**config.mk**
```make
export PLATFORM = sky130hd
export DESIGN_NAME = dma_ahb_ch_arb
export DESIGN_NICKNAME = d
export VERILOG_FILES = /design/src/rtl/dma_ahb_pkg.sv /design/src/rtl/dma_ahb_rr_pick.sv /design/src/rtl/dma_ahb_ch_arb.sv
export SDC_FILE = /design/constraint.sdc
export NUM_CORES = 1
export LEC_CHECK = 0
export CORE_ASPECT_RATIO = 1.4
export CORE_UTILIZATION = 50
export CTS_CLUSTER_DIAMETER = 100
export DETAILED_ROUTE_END_ITERATION = 10
export PLACE_DENSITY = 0.75
export RECOVER_POWER = 25
export SLEW_MARGIN = 20
export SYNTH_ARGS = -nofsm -noshare
export SYNTH_HDL_FRONTEND = slang
export SYNTH_SLANG_ARGS = --single-unit
```
**constraint.sdc**
```tcl
create_clock -name clk -period 3.65 [get_ports clk]
set_input_delay 1.095 -clock clk [delete_from_list [all_inputs] [get_ports clk]]
set_output_delay 1.095 -clock clk [all_outputs]
set_load 0.005 [all_outputs]
```
**src/rtl/dma_ahb_pkg.sv**
```systemverilog
// Shared types and helpers for the DMA AHB channel arbiter.
// Latency: none (declarations only).
// Backpressure: not applicable.
package dma_ahb_pkg;

    localparam int DMA_NCH_MAX = 16;

    typedef enum logic [1:0] {
        IDLE  = 2'd0,
        OWN   = 2'd1,
        DRAIN = 2'd2
    } arb_state_t;

    typedef logic [1:0] dma_prio_t;

    // Binary index of a one-hot vector; an all-zero vector maps to 0.
    function automatic logic [3:0] onehot_to_idx(input logic [DMA_NCH_MAX-1:0] oh);
        logic [3:0] idx;
        idx = '0;
        for (int i = 0; i < DMA_NCH_MAX; i++) begin
            if (oh[i]) idx = idx | 4'(i);
        end
        return idx;
    endfunction

endpackage

```
**src/rtl/dma_ahb_rr_pick.sv**
```systemverilog
// Round-robin picker: first requester strictly after ptr_i, wrapping.
// Latency: combinational.
// Backpressure: none; win_o is zero when no request is present.
module dma_ahb_rr_pick
    import dma_ahb_pkg::*;
#(
    parameter  int N  = 4,
    localparam int IW = $clog2(N)
) (
    input  logic [N-1:0]  req_i,
    input  logic [IW-1:0] ptr_i,
    output logic [N-1:0]  win_o,
    output logic [IW-1:0] idx_o
);

    logic [IW-1:0] cand;

    // Scan from the farthest candidate back to ptr+1 so the nearest requester wins last.
    always_comb begin
        win_o = '0;
        cand  = '0;
        for (int i = N; i >= 1; i--) begin
            cand = IW'((int'(ptr_i) + i) % N);
            if (req_i[cand]) begin
                win_o       = '0;
                win_o[cand] = 1'b1;
            end
        end
    end

    assign idx_o = IW'(onehot_to_idx(DMA_NCH_MAX'(win_o)));

endmodule

```
**src/rtl/dma_ahb_ch_arb.sv**
```systemverilog
// Channel arbiter for the DMA AHB master: round-robin whole-transfer grants with a beat quantum.
// Latency: grant registered 1 cycle after request; re-grant out of DRAIN has no idle gap.
// Backpressure: holds grant in DRAIN until eng_idle_i; DMA_ARB_PRIO_EN adds priority masking.
module dma_ahb_ch_arb
    import dma_ahb_pkg::*;
#(
    parameter  int NCH     = 4,
    parameter  int QUANTUM = 16,
    localparam int CW      = $clog2(NCH)
) (
    input  logic             clk,
    input  logic             rst_n,
    input  logic [NCH-1:0]   ch_req_i,
`ifdef DMA_ARB_PRIO_EN
    input  logic [2*NCH-1:0] ch_prio_i,
`endif
    input  logic             eng_beat_i,
    input  logic             eng_idle_i,
    output logic [NCH-1:0]   grant_o,
    output logic [CW-1:0]    grant_idx_o,
    output logic             grant_vld_o,
    output logic [NCH-1:0]   preempt_o,
    output logic             busy_o
);

    // Counter must hold QUANTUM-1; with an unlimited quantum a 1-bit saturating count is enough.
    localparam int BW = (QUANTUM == 0) ? 1 : $clog2(QUANTUM + 1);

    arb_state_t     state_q;
    logic [NCH-1:0] grant_q;
    logic [CW-1:0]  grant_idx_q;
    logic           grant_vld_q;
    logic [NCH-1:0] preempt_q;
    logic [BW-1:0]  beat_cnt_q;
    logic [CW-1:0]  rr_ptr_q;

    logic [NCH-1:0] pick_req;
    logic [NCH-1:0] pick_win;
    logic [CW-1:0]  pick_idx;
    logic [CW-1:0]  pick_ptr;
    logic           req_drop;
    logic           quantum_hit;

`ifdef DMA_ARB_PRIO_EN
    dma_prio_t top_prio;

    // Keep only requesters sitting at the highest priority level currently asking.
    always_comb begin
        top_prio = '0;
        pick_req = '0;
        for (int i = 0; i < NCH; i++) begin
            if (ch_req_i[i] && (ch_prio_i[2*i +: 2] > top_prio)) top_prio = ch_prio_i[2*i +: 2];
        end
        for (int i = 0; i < NCH; i++) begin
            pick_req[i] = ch_req_i[i] && (ch_prio_i[2*i +: 2] == top_prio);
        end
    end
`else
    assign pick_req = ch_req_i;
`endif

    // Leaving DRAIN the pointer moves to the released channel in the same cycle it re-arbitrates.
    assign pick_ptr = (state_q == DRAIN) ? grant_idx_q : rr_ptr_q;

    dma_ahb_rr_pick #(.N(NCH)) u_pick (
        .req_i (pick_req),
        .ptr_i (pick_ptr),
        .win_o (pick_win),
        .idx_o (pick_idx)
    );

    assign req_drop    = !ch_req_i[grant_idx_q];
    assign quantum_hit = (QUANTUM != 0) && eng_beat_i && (beat_cnt_q == BW'(QUANTUM - 1));

    // Grant state machine with all outputs registered.
    always_ff @(posedge clk or negedge rst_n) begin
        if (!rst_n) begin
            state_q     <= IDLE;
            grant_q     <= '0;
            grant_idx_q <= '0;
            grant_vld_q <= 1'b0;
            preempt_q   <= '0;
            beat_cnt_q  <= '0;
            rr_ptr_q    <= CW'(NCH - 1);
        end else begin
            preempt_q <= '0;
            case (state_q)
                IDLE: begin
                    if (|ch_req_i) begin
                        grant_q     <= pick_win;
                        grant_idx_q <= pick_idx;
                        grant_vld_q <= 1'b1;
                        beat_cnt_q  <= '0;
                        state_q     <= OWN;
                    end
                end
                OWN: begin
                    if (eng_beat_i && (beat_cnt_q != '1)) beat_cnt_q <= beat_cnt_q + 1'b1;
                    if (req_drop || quantum_hit) state_q <= DRAIN;
                    // A channel that finishes on its last quantum beat is not told it was preempted.
                    if (quantum_hit && !req_drop) preempt_q <= grant_q;
                end
                DRAIN: begin
                    if (eng_idle_i) begin
                        rr_ptr_q <= grant_idx_q;
                        if (|ch_req_i) begin
                            grant_q     <= pick_win;
                            grant_idx_q <= pick_idx;
                            grant_vld_q <= 1'b1;
                            beat_cnt_q  <= '0;
                            state_q     <= OWN;
                        end else begin
                            grant_q     <= '0;
                            grant_idx_q <= '0;
                            grant_vld_q <= 1'b0;
                            state_q     <= IDLE;
                        end
                    end
                end
                default: state_q <= IDLE;
            endcase
        end
    end

    assign grant_o     = grant_q;
    assign grant_idx_o = grant_idx_q;
    assign grant_vld_o = grant_vld_q;
    assign preempt_o   = preempt_q;
    assign busy_o      = (state_q != IDLE);

endmodule

```
======== Yosys cells after proc, flatten, opt, wreduce, memory -nomap -nowiden ========
Cells that the tools add are included.
operators by class
  muxes and demuxes ....................... 49
  reduce and logical (&&, ||, !) cells .... 18
  $add $sub $neg .......................... 5
  equality and inequality tests ........... 8
  $lt $le $gt $ge ......................... 9
operator list
  operator                                                                count
  4-bit 2-to-1 mux                                                        9
  2-bit 2-to-1 mux                                                        9
  2-bit by 3-bit < comparator with 1-bit output (second input constant)   5
  5-bit 2-to-1 mux                                                        3
  5-bit case mux with 3 select lines                                      1
  1-bit 2-to-1 mux                                                        14
  1-bit binary-select mux with 2-bit select                               5
  3-bit AND reduction                                                     3
  1-bit demux with 2-bit select                                           4
  2-bit by 1-bit >= comparator with 1-bit output (second input constant)  4
  2-bit != test (second input constant)                                   4
  4-bit case mux with 2 select lines                                      1
  1-bit logical AND                                                       7
  2-bit case mux with 3 select lines                                      1
  5-bit by 1-bit adder with 5-bit output (second input constant)          1
  5-bit by 4-bit equality test with 1-bit output (second input constant)  1
  5-bit != test (second input constant)                                   1
  2-bit by 1-bit adder with 2-bit output (second input constant)          2
  2-bit adder (second input constant)                                     2
  2-bit case mux with 2 select lines                                      1
  2-bit nonzero test                                                      2
  4-bit OR reduction                                                      1
  3-bit nonzero test                                                      1
  2-bit by 1-bit equality test with 1-bit output (second input constant)  1
  other kinds (6)                                                         6
storage, ports and cells
  output and inout bits ................... 12
  input bits .............................. 8
  register bits after elaboration ......... 20

======== Logic depth before layout (Yosys ltp) ========
Gate-level depths: netlist of run 1.
  word-level depth ........................ 17
  gate-level depth with buffers ........... 10

======== By module ========
From an unflattened synthesis of run 1, not the netlist that was laid out.
unflattened totals
  cells, all modules ...................... 110
  area total of the unflattened synthesis .. 1,261.2 µm²
modules (own cells, without submodules)
  module           seq. area each (µm²)  cells each  times used  area each (µm²)
  dma_ahb_ch_arb   503.0                 77          1           934.6
  dma_ahb_rr_pick  0.0                   33          1           326.6

======== Worst setup path after synthesis of run 1 ========
OpenSTA, ideal clock, no wires.
  kind .................................... register to register
  start ................................... reg state_q[0]
  end ..................................... reg grant_idx_q[1] (netlist: grant_idx_o[1])
  setup slack ............................. 937 ps
  data arrival time ....................... 2,587 ps
  library setup time ...................... 126 ps
  stages on the path, launching flop included .. 10
  cells stage by stage .................... dfrtp_1 -> buf_2 -> nor2b_4 -> mux2i_2 -> inv_1 -> ha_1 -> mux4_2 -> o311ai_1 -> a31o_1 -> nand3_1
between the ends
  word-level cells in the longest chain between the ends .. 16
  elaborated cells between the ends (all ways) .. 49
  those cells by class .................... add/sub (4); order compare (8); eq/ne (3); mux (27); reduce/logical (7)
RTL lines
  what                                                                                                                                          line                                        text
  start: declaration                                                                                                                            dma_ahb_ch_arb.sv:29                        arb_state_t state_q;
  start signal: assignment                                                                                                                      dma_ahb_ch_arb.sv:78                        state_q <= IDLE;
  start signal: assignment                                                                                                                      dma_ahb_ch_arb.sv:94                        state_q <= OWN;
  start signal: assignment                                                                                                                      dma_ahb_ch_arb.sv:99                        if (req_drop || quantum_hit) state_q <= DRAIN;
  2-bit equality test                                                                                                                           dma_ahb_ch_arb.sv:63, dma_ahb_ch_arb.sv:87
  2-bit 2-to-1 mux                                                                                                                              dma_ahb_ch_arb.sv:63                        assign pick_ptr = (state_q == DRAIN) ? grant_idx_q : rr_ptr_q;
  2-bit by 1-bit adder with 2-bit output                                                                                                        dma_ahb_rr_pick.sv:23                       cand = IW'((int'(ptr_i) + i) % N);
  2-bit by 3-bit < comparator with 1-bit output (not written as such) / 2-bit by 1-bit >= comparator with 1-bit output (equally long branches)  dma_ahb_rr_pick.sv:26                       win_o[cand] = 1'b1;
  1-bit logical AND (not written as such)                                                                                                       dma_ahb_rr_pick.sv:26
  1-bit 2-to-1 mux (not written as such)                                                                                                        dma_ahb_rr_pick.sv:26
  1-bit demux with 2-bit select                                                                                                                 -
  4-bit 2-to-1 mux (4 in a row)                                                                                                                 dma_ahb_rr_pick.sv:24                       if (req_i[cand]) begin
  2-bit 2-to-1 mux (2 in a row)                                                                                                                 dma_ahb_pkg.sv:21                           if (oh[i]) idx = idx | 4'(i);
  2-bit 2-to-1 mux                                                                                                                              dma_ahb_ch_arb.sv:106                       if (|ch_req_i) begin
  2-bit 2-to-1 mux                                                                                                                              dma_ahb_ch_arb.sv:104                       if (eng_idle_i) begin
  2-bit case mux with 2 select lines                                                                                                            dma_ahb_ch_arb.sv:87                        case (state_q)
  end signal: assignment                                                                                                                        dma_ahb_ch_arb.sv:91                        grant_idx_q <= pick_idx;
  end signal: assignment                                                                                                                        dma_ahb_ch_arb.sv:108                       grant_idx_q <= pick_idx;
  end: declaration                                                                                                                              dma_ahb_ch_arb.sv:31                        logic [CW-1:0] grant_idx_q;
Several ways; a longest one is shown, not always the timed one. The select of a mux whose other input is x is not followed.
A chain may end at the register's enable or synchronous reset.

======== Worst setup path in the final report of run 1 ========
  start ................................... reg state_q[1]
  end ..................................... reg grant_idx_q[0] (netlist: grant_idx_o[0])
between the ends
  word-level cells in the longest chain between the ends .. 17
  elaborated cells between the ends (all ways) .. 50
  those cells by class .................... add/sub (4); order compare (8); eq/ne (3); mux (28); reduce/logical (7)
RTL lines
  what                                                                                                                                          line
  2-bit equality test                                                                                                                           dma_ahb_ch_arb.sv:63, dma_ahb_ch_arb.sv:87
  2-bit 2-to-1 mux                                                                                                                              dma_ahb_ch_arb.sv:63
  2-bit by 1-bit adder with 2-bit output                                                                                                        dma_ahb_rr_pick.sv:23
  2-bit by 3-bit < comparator with 1-bit output (not written as such) / 2-bit by 1-bit >= comparator with 1-bit output (equally long branches)  dma_ahb_rr_pick.sv:26
  1-bit logical AND (not written as such)                                                                                                       dma_ahb_rr_pick.sv:26
  1-bit 2-to-1 mux (not written as such)                                                                                                        dma_ahb_rr_pick.sv:26
  1-bit demux with 2-bit select                                                                                                                 -
  4-bit 2-to-1 mux (4 in a row)                                                                                                                 dma_ahb_rr_pick.sv:24
  1-bit 2-to-1 mux                                                                                                                              dma_ahb_pkg.sv:21
  2-bit 2-to-1 mux (2 in a row)                                                                                                                 dma_ahb_pkg.sv:21
  2-bit 2-to-1 mux                                                                                                                              dma_ahb_ch_arb.sv:106
  2-bit 2-to-1 mux                                                                                                                              dma_ahb_ch_arb.sv:104
  2-bit case mux with 2 select lines                                                                                                            dma_ahb_ch_arb.sv:87
Several ways; a longest one is shown, not always the timed one. The select of a mux whose other input is x is not followed.

==> results of run 1 <==
-- power by group through the flow --
stage | Combinational [uW] | Clock, uW | Sequential, uW
final | 818 | 179 | 392
after global routing | 907 | 191 | 404
after CTS | 825 | 182 | 394
after detailed placement | 822 | 0 | 398
after global placement | 794 | 0 | 394
after floorplan | 588 | 0 | 368
-- cells in the final DEF (no fill, tap or decap), types with 4 or more instances in the layout --
cell | netlist | layout
nand2_1 | 18 | 18
ha_1 | 10 | 10
nand3_1 | 6 | 6
nor2_1 | 5 | 5
mux2_2 | 6 | 6
and2_1 | 4 | 4
mux2i_1 | 5 | 5
inv_1 | 7 | 7
nand2b_1 | 5 | 5
clkdlybuf4s50_1 | 0 | 17
dfrtp_1 | 18 | 18
-- metrics by stage --
step	hold WS, ps	cells	utilization, %
floorplan	468	123	-
global placement	463	177	63.2
detailed placement	464	177	63.2
CTS	492	181	65.4
global route	516	181	65.4
finish	485	181	65.4
-- metal layers --
layer | vias up | wire length, um
met3 | 4 | 40
met5 | - | 0
met4 | 0 | 53
met2 | 16 | 1490
li1 | 490 | -
met1 | 513 | 1010
-- layout make-up --
cell class | instances | area, um^2 | area share [%]
multi-input combinational | 95 | 733 | 46.9
inverter | 7 | 26.3 | 1.68
sequential | 20 | 503 | 32.2
clock buffer | 3 | 22.5 | 1.44
clock inverter | 1 | 30.0 | 1.92
tap | 34 | 42.5 | 2.72
timing repair buffer | 21 | 205 | 13.1
-- worst min-delay path by stage --
stage	end	cells past startpoint	from	slack (ps)
4_1_cts	grant_vld_o	2	grant_vld_o	490
5_1_grt	grant_vld_o	2	grant_vld_o	520
6_report	grant_vld_o	2	grant_vld_o	490
3_5_place_dp	grant_vld_o	2	grant_vld_o	460
3_3_place_gp	grant_vld_o	2	grant_vld_o	460
2_1_floorplan	beat_cnt_q[0]	1	beat_cnt_q[0]	470
-- state kept, by name, summed over array words and instances, names as in the netlist --
name	count
state_q	2
rr_ptr_q	2
grant_idx_o	2
grant_o	4
preempt_o	4
grant_vld_o	1
beat_cnt_q	5
-- worst max-delay path: stages, from the launching register on --
cell and delay, ps:
dfrtp_1 490, nor2b_4 270, mux2i_2 220, buf_4 210, inv_1 100, ha_1 370, mux4_2 420, o311ai_1 330
a31o_1 200, nand3_1 90
-- logic make-up after synthesis --
group,share of synthesized area [%]
flops,39.7
buf+inv,2.47
mux,16.1
fa+ha+maj,9.87
compound gates,11.6
xor+xnor,0.691
simple gates,19.6
==> out/results.ini, run 1 <==
[run_status]
outcome=complete, no violations

[power]
seq_power_share_pct=28.2
swShare_pct=41.0
p_total_uw=1390
irDropWorstVdd_uv=657
clkPwrFrac_pct=12.9
powerDensity_nw_per_um2=889
p_leak_uw=0.000705
power_switching_uw=570
p_comb_share_pct=58.9
p_int_uw=819

[global_routing]
gr-usage-met2_pct=41.4
grt_pass1_wl_mm=4.28
met1_usage_pct=22.3
grtUsageTotal_pct=21.2
grt-ovfl-total=0
grt_pass1_vias=995
antenna_found_initial=0
grt.busiest_layer=met2
grt_max_degree=21
use_met3_pct=1.17

[synthesis]
synth_top_flop_cell=dfrtp_1
synth_edf_count=0
syn_inst=123
synth_cell_types=37
yosys_warnings=0
syn-num-nets=141
yosysTopAreaCellShare_pct=35.5
ys_ff_latch=20
avgSynthCellArea_um2=10.3
synth_common_cells=dfrtp_1, nand2_1, ha_1
yosysTopAreaCell=dfrtp_1
syn_area_um2=1270
synth_area_leaders=dfrtp_1, ha_1, nand2_1
async_reset_ff_share_pct=100
yosysSeqAreaShare_pct=39.7

[cells_and_area]
fin_nets=166
area_growth_pct=23.3
drive_above_1_share_pct=15.0
antenna_cells=0
fill_cells=213
final_cell_area_um2=1560

[critical_path]
timing.rr.end=grant_idx_o[0]
cp-start-kind=register
r2r_slack_ps=840
worstSetupPathType=reg -> reg
crit_path_end_kind=register
rr_worst_depth=9
path_max_fanout=10
crit_end=grant_idx_o[0]
r2r_start=state_q[1]
startpoint=state_q[1]
cp.required_ps=3830
arrival_ps=3000

[floorplanning]
io_pins=20
die_x_um=44.6
rows=21
die_h_um=61.6
core-area_um2=2390
dieArea_um2=2740
start_util_pct=53.0

[clock_tree]
clock_path_buffers=2
cts_buffers=3
htreeDepth=1
post_cts_buffers=0
clk_latency_ps=290
cts.sinks=20
hold_buffers=0
clk_pin_slew_ps=110
cts_resized=0
root_buffer=clkbuf_4
cts_tree=yes

[timing]
clock.fmax_ghz=0.356
tightest_slew_ps=867
skew_ps=1.15
setup-violations-final=0
timing_hold_violations_final=0
rsz0062_at_grt=false
fin_crit_sh_pct=77.1
final.setup.worst_slack_ps=837
fin_setup_tns_ps=0
slew_viol_final=0
max_slew_margin_pct=42.0
period_needed_ps=2810

[placed_design]
dp_slack_ps=525
dp_hpwl_mm=2.10
place_area_um2=1510
gp_congestion=0.799
portBuffers=19

[routing]
viasPerCell=5.65
drt_iter0_drc=26
drc=0
wl_per_cell_um=14.3
dr.pass1.iters=4
antenna_left=0
routed-via-count=1023
wl_mm=2.60

[hold_path]
hold_class=reg -> reg

[flow_run]
cap_viol_max_count=0

No activity file was read; power rests on OpenSTA's default activity.
==> inputs of run 2 (changes only) <==
- clock period: 3.65 -> 2.78 ns (I/O delays scaled with it)
==> out/results.ini, run 2 (synthesized netlist as in run 1, its figures left out) <==
[run_status]
outcome=complete, no violations

[routing]
drc=0  ; unchanged
drt_iter0_drc=37  ; +42%
viasPerCell=5.79  ; +2.5%
antenna_left=0  ; unchanged
wl_mm=2.75  ; +6.0%
dr.pass1.iters=5  ; +1
wl_per_cell_um=14.6  ; +1.5%
routed-via-count=1095  ; +7.0%

[timing]
rsz0062_at_grt=false
clock.fmax_ghz=0.379  ; +6.7%
max_slew_margin_pct=29.4  ; -13 points
skew_ps=2.62  ; +1.47 ps
timing_hold_violations_final=0  ; unchanged
fin_crit_sh_pct=94.9  ; +18 points
tightest_slew_ps=1060  ; +192 ps
setup-violations-final=0  ; unchanged
fin_setup_tns_ps=0  ; unchanged
slew_viol_final=0  ; unchanged
period_needed_ps=2640  ; -176 ps

[critical_path]
r2r_start=state_q[0]
cp_num_buf_inv=1  ; -1
crit_family=multiplexers
arrival_ps=2830  ; -170 ps
timing.rr.end=grant_idx_o[0]
slowest_stage=dfrtp_2
worstSetupPathType=reg -> reg
critPathMaxStageDelay_ps=490  ; about the same
r2r_slack_ps=140  ; -690 ps
cp.required_ps=2970  ; -860 ps
path_max_fanout=9  ; -1
rr_worst_depth=8  ; -1
path_cells=nor2b_4 > mux2i_2 > inv_1 > ha_1 > mux4_2 > o311ai_1 > a31o_1 > nand3_1
crit_path_end_kind=register
cp-start-kind=register

[floorplanning]
die_h_um=61.6  ; unchanged
io_pins=20  ; unchanged
core-area_um2=2390  ; unchanged
start_util_pct=53.0  ; unchanged
dieArea_um2=2740  ; unchanged
rows=21  ; unchanged
die_x_um=44.6  ; unchanged

[cells_and_area]
largest_reg_flops=5  ; unchanged
drive_above_1_share_pct=19.4  ; +4.4 points
fin_nets=174  ; +4.8%
antenna_cells=0  ; unchanged
mostFrequentLayoutCells=nand2_1, clkdlybuf4s50_1, dfrtp_1
area_growth_pct=29.4
top_register=beat_cnt_q

[global_routing]
grt-ovfl-total=0  ; unchanged
grt_pass1_wl_mm=4.28  ; unchanged
grt_pass1_vias=1012  ; +1.7%
grtUsageTotal_pct=20.8  ; -0.38 points
antenna_found_initial=0  ; unchanged
grt_max_degree=21  ; unchanged

[hold_path]
hold_end=grant_vld_o
min_from=grant_vld_o
worstHoldPathCells=2  ; unchanged
hold_class=reg -> reg

[power]
p_total_uw=1910  ; +38%
irDropWorstVdd_uv=821  ; +25%
p_leak_uw=0.000744  ; +5.6%
powerDensity_nw_per_um2=1170  ; +31%

[clock_tree]
post_cts_buffers=0  ; unchanged
hold_buffers=0  ; unchanged
htreeDepth=1  ; unchanged
cts_buffers=3  ; unchanged
clk_pin_slew_ps=110  ; about the same
cts_tree=yes
clock_path_buffers=2  ; unchanged
root_buffer=clkbuf_4
cts.sinks=20  ; unchanged
clk_latency_ps=290  ; about the same

[placed_design]
gp_congestion=0.848  ; +6.1%
portBuffers=19  ; unchanged
dp_hpwl_mm=2.14  ; +1.7%

[flow_run]
cap_viol_max_count=0  ; unchanged

run 2: cell types whose count changed in the layout (fill, tap and decap cells not counted), sizes merged:
cell | previous run | this run
clkdlybuf4s50 | 17 | 18
buf | 2 | 8
clkbuf | 3 | 4
dlygate4sd3 | 2 | 1
mux4 | 2 | 3
run 2: timing repair:
item                                   CTS  global route
gates resized for setup                  0             2
setup endpoints to repair                0             3
endpoints found under the hold margin    0             0
run 2: power breakdown:
part	switching (uW)	internal, uW	total, uW
registers	112	407	519
logic	587	575	1160
clock network	87.9	146	234
run 2: worst max path at each step:
stage          slack, ps             end  cells after the start        start
6_report             140  grant_idx_o[0]                      8   state_q[0]
5_1_grt               20  grant_idx_o[0]                      8   state_q[0]
4_1_cts              140  grant_idx_o[1]                      8   state_q[1]
2_1_floorplan         70  grant_idx_o[1]                      9   state_q[0]
3_3_place_gp         140  grant_idx_o[1]                      6  ch_req_i[0]
3_5_place_dp          50  grant_idx_o[1]                      7  ch_req_i[2]
run 2: worst register-to-register path: stages (launching register included):
cell	delay, ps
dfrtp_2	490
nor2b_4	210
mux2i_2	280
inv_1	130
ha_1	420
mux4_2	400
o311ai_1	330
a31o_1	200
nand3_1	80
run 2: cell type report:
class                   count  area (um^2)
fillers                   182          751
flip-flops and latches     20          505
clock inverters             1         30.0
inverters                   7         26.3
well taps                  34         42.5
repair buffers             28          254
multi-input cells          96          759
clock buffers               3         22.5
run 2: layer usage:
| metal | GRT usage (%) | vias to the layer above | share of wire (%) |
|---|---|---|---|
| li1 | - | 513 | - |
| met1 | 22.6 | 533 | 40 |
| met2 | 39.5 | 37 | 54 |
| met3 | 1.76 | 12 | 2.9 |
| met4 | 10.8 | 0 | 2.5 |
| met5 | 0 | - | 0 |
run 2: metrics by stage:
step / worst slack (ps) / instance area [um^2] / hold WS (ps) / cells / utilization, %
floorplan: 67.2 / 1270 / 468 / 123 / -
global route: 15.9 / 1640 / 521 / 189 / 68.6
detailed placement: 49.8 / 1560 / 463 / 184 / 65.4
CTS: 144 / 1620 / 491 / 188 / 67.6
finish: 143 / 1640 / 485 / 189 / 68.6
global placement: 137 / 1560 / 461 / 184 / 65.4
==> variant, RTL diff (config.mk and constraints of run 1) <==
Add a define of `DMA_ARB_PRIO_EN`.
--- a/src/rtl/dma_ahb_ch_arb.sv
+++ b/src/rtl/dma_ahb_ch_arb.sv
@@ -1,6 +1,8 @@
 // Channel arbiter for the DMA AHB master: round-robin whole-transfer grants with a beat quantum.
 // Latency: grant registered 1 cycle after request; re-grant out of DRAIN has no idle gap.
 // Backpressure: holds grant in DRAIN until eng_idle_i; DMA_ARB_PRIO_EN adds priority masking.
+`define DMA_ARB_PRIO_EN
+
 module dma_ahb_ch_arb
     import dma_ahb_pkg::*;
 #(
Ports: changed (added ch_prio_i); port bits go from 20 to 28. The function was not compared with the original's and may differ.
==> variant against run 1 <==
- the run now ends with negative setup slack left
- cell area rose by 89%
- synthesized area is 50% higher
- sequential cell count is the same
- worst setup slack got worse by 2.8 ns
- critical path depth is 17 higher
- power up 37%
- largest power group unchanged
- wire length up 130%
- clock power grew 22%
- die area grew 48%
==> variant: results (changes against run 1) <==
post-route setup TNS=-11.25 ns (-11.25 ns); WL met2=3340 um (+120%); hpwl dp=4070 um (+94%); status=finished, violations left; internal power=0.00110 W (+35%); met2 usage=59.1% (+18 points); switching share of power=42.0% (+0.92 points); Initial DRT Pass Iterations=4 (unchanged); PortBufs=27 (+8); clock slew at reported path FFs=0.07 ns (-0.04 ns); Clock Power=0.000218 W (+22%); PostCTS Resize Cnt=27 (+27); met1 global-route usage=27.7% (+5.4 points); routed length per instance=16.7 um (+16%); CP Max Fanout=6 (-4); ys flop type=dfrtp_1; dpl ws=-2.70 ns (-3.23 ns); pin count of the biggest net entering global routing=21 (unchanged); DR iter-0 viols=61 (+130%); net count after synthesis=244 (+73%); maximum VDD drop=0.462 mV (-30%); failing checks=negative setup slack; comb pwr=0.00130 W (+59%); post-synthesis mux area share=4.49% (-12 points); fin nets=338 (+100%); via count=2087 (+100%); FILL cells=258 (+21%); clk root buf=clkbuf_8; Tot GR Track Use=29.2% (+8.0 points); Top delay family on crit path=compound AO/OA/AOI/OAI gates; commonest cells in the netlist=24 x nand2_1, 18 x dfrtp_1, 16 x nor2_1; clock buffer count from CTS=3 (unchanged); met3 Track Usage GR=2.02% (+0.85 points); XOR/XNOR share of the synthesized area=2.31% (+1.6 points); vias in the first global route=2022 (+100%); CP max-delay cell=a211o_4; ranking of synthesized cells by area=dfrtp_1 24%, ha_1 8.6%, nand2_1 4.7%; Placed Cells=330 (+86%); max_slew headroom=41.6% (-0.45 points); clk_lat worst skew=0.26 ns (-0.03 ns); leakage=1.32 nW (+87%); routability cong.=0.864 (+8.3%); layout cells sized above 1=39.6% (+25 points); met1 WL=2190 um (+120%); Synth Area in Compound Gates=29.6% (+18 points); slowest cell delay on critical path=0.38 ns (-0.11 ns); DP Area=2650 um^2 (+76%); sequential fraction of the synthesis area=26.5% (-13 points); worst clock skew=0.000986 ns (-0.000161 ns); PnR worst setup slack=-1.95 ns (-2.79 ns); DR WL met3=155 um (+290%); post-synthesis adder-cell area fraction=8.58% (-1.3 points); Detailed Route WL=5850 um (+130%); Setup Buffers After CTS=12 (+12); Biggest register=beat_cnt_q; Mapped Cells=215 (+75%); # setup viols final=6 (+6); global-route wire length before repair=8730 um (+100%)
==> variant: worst paths after layout <==
check	end	from	depth (start not counted)	slack [ns]
worst min-delay path	grant_o[3]	grant_o[3]	1	0.50
worst max-delay path	grant_idx_o[0]	ch_req_i[0]	26	-1.95
min in group asynchronous	beat_cnt_q[0]	rst_n	1	1.40
worst min register to register	grant_o[3]	grant_o[3]	1	0.50
worst max register to register	grant_idx_o[0]	state_q[1]	11	0.86
max in group asynchronous	preempt_o[1]	rst_n	1	1.72
==> variant: cell type report <==
type | instances | area (um^2) | share of cell area [%]
timing repair buffer | 90 | 752 | 25.5
clock buffer | 3 | 41.3 | 1.40
sequential | 20 | 503 | 17.1
multi-input combinational | 178 | 1510 | 51.2
tap | 42 | 52.6 | 1.78
clock inverter | 1 | 30.0 | 1.02
inverter | 16 | 60.1 | 2.04
==> variant: per-stage QoR <==
stage	hold slack [ns]	util (%)
floorplan	0.471	-
global placement	0.466	72.8
detailed placement	0.483	72.8
CTS	0.500	78.5
global route	0.519	80.9
finish	0.496	80.9
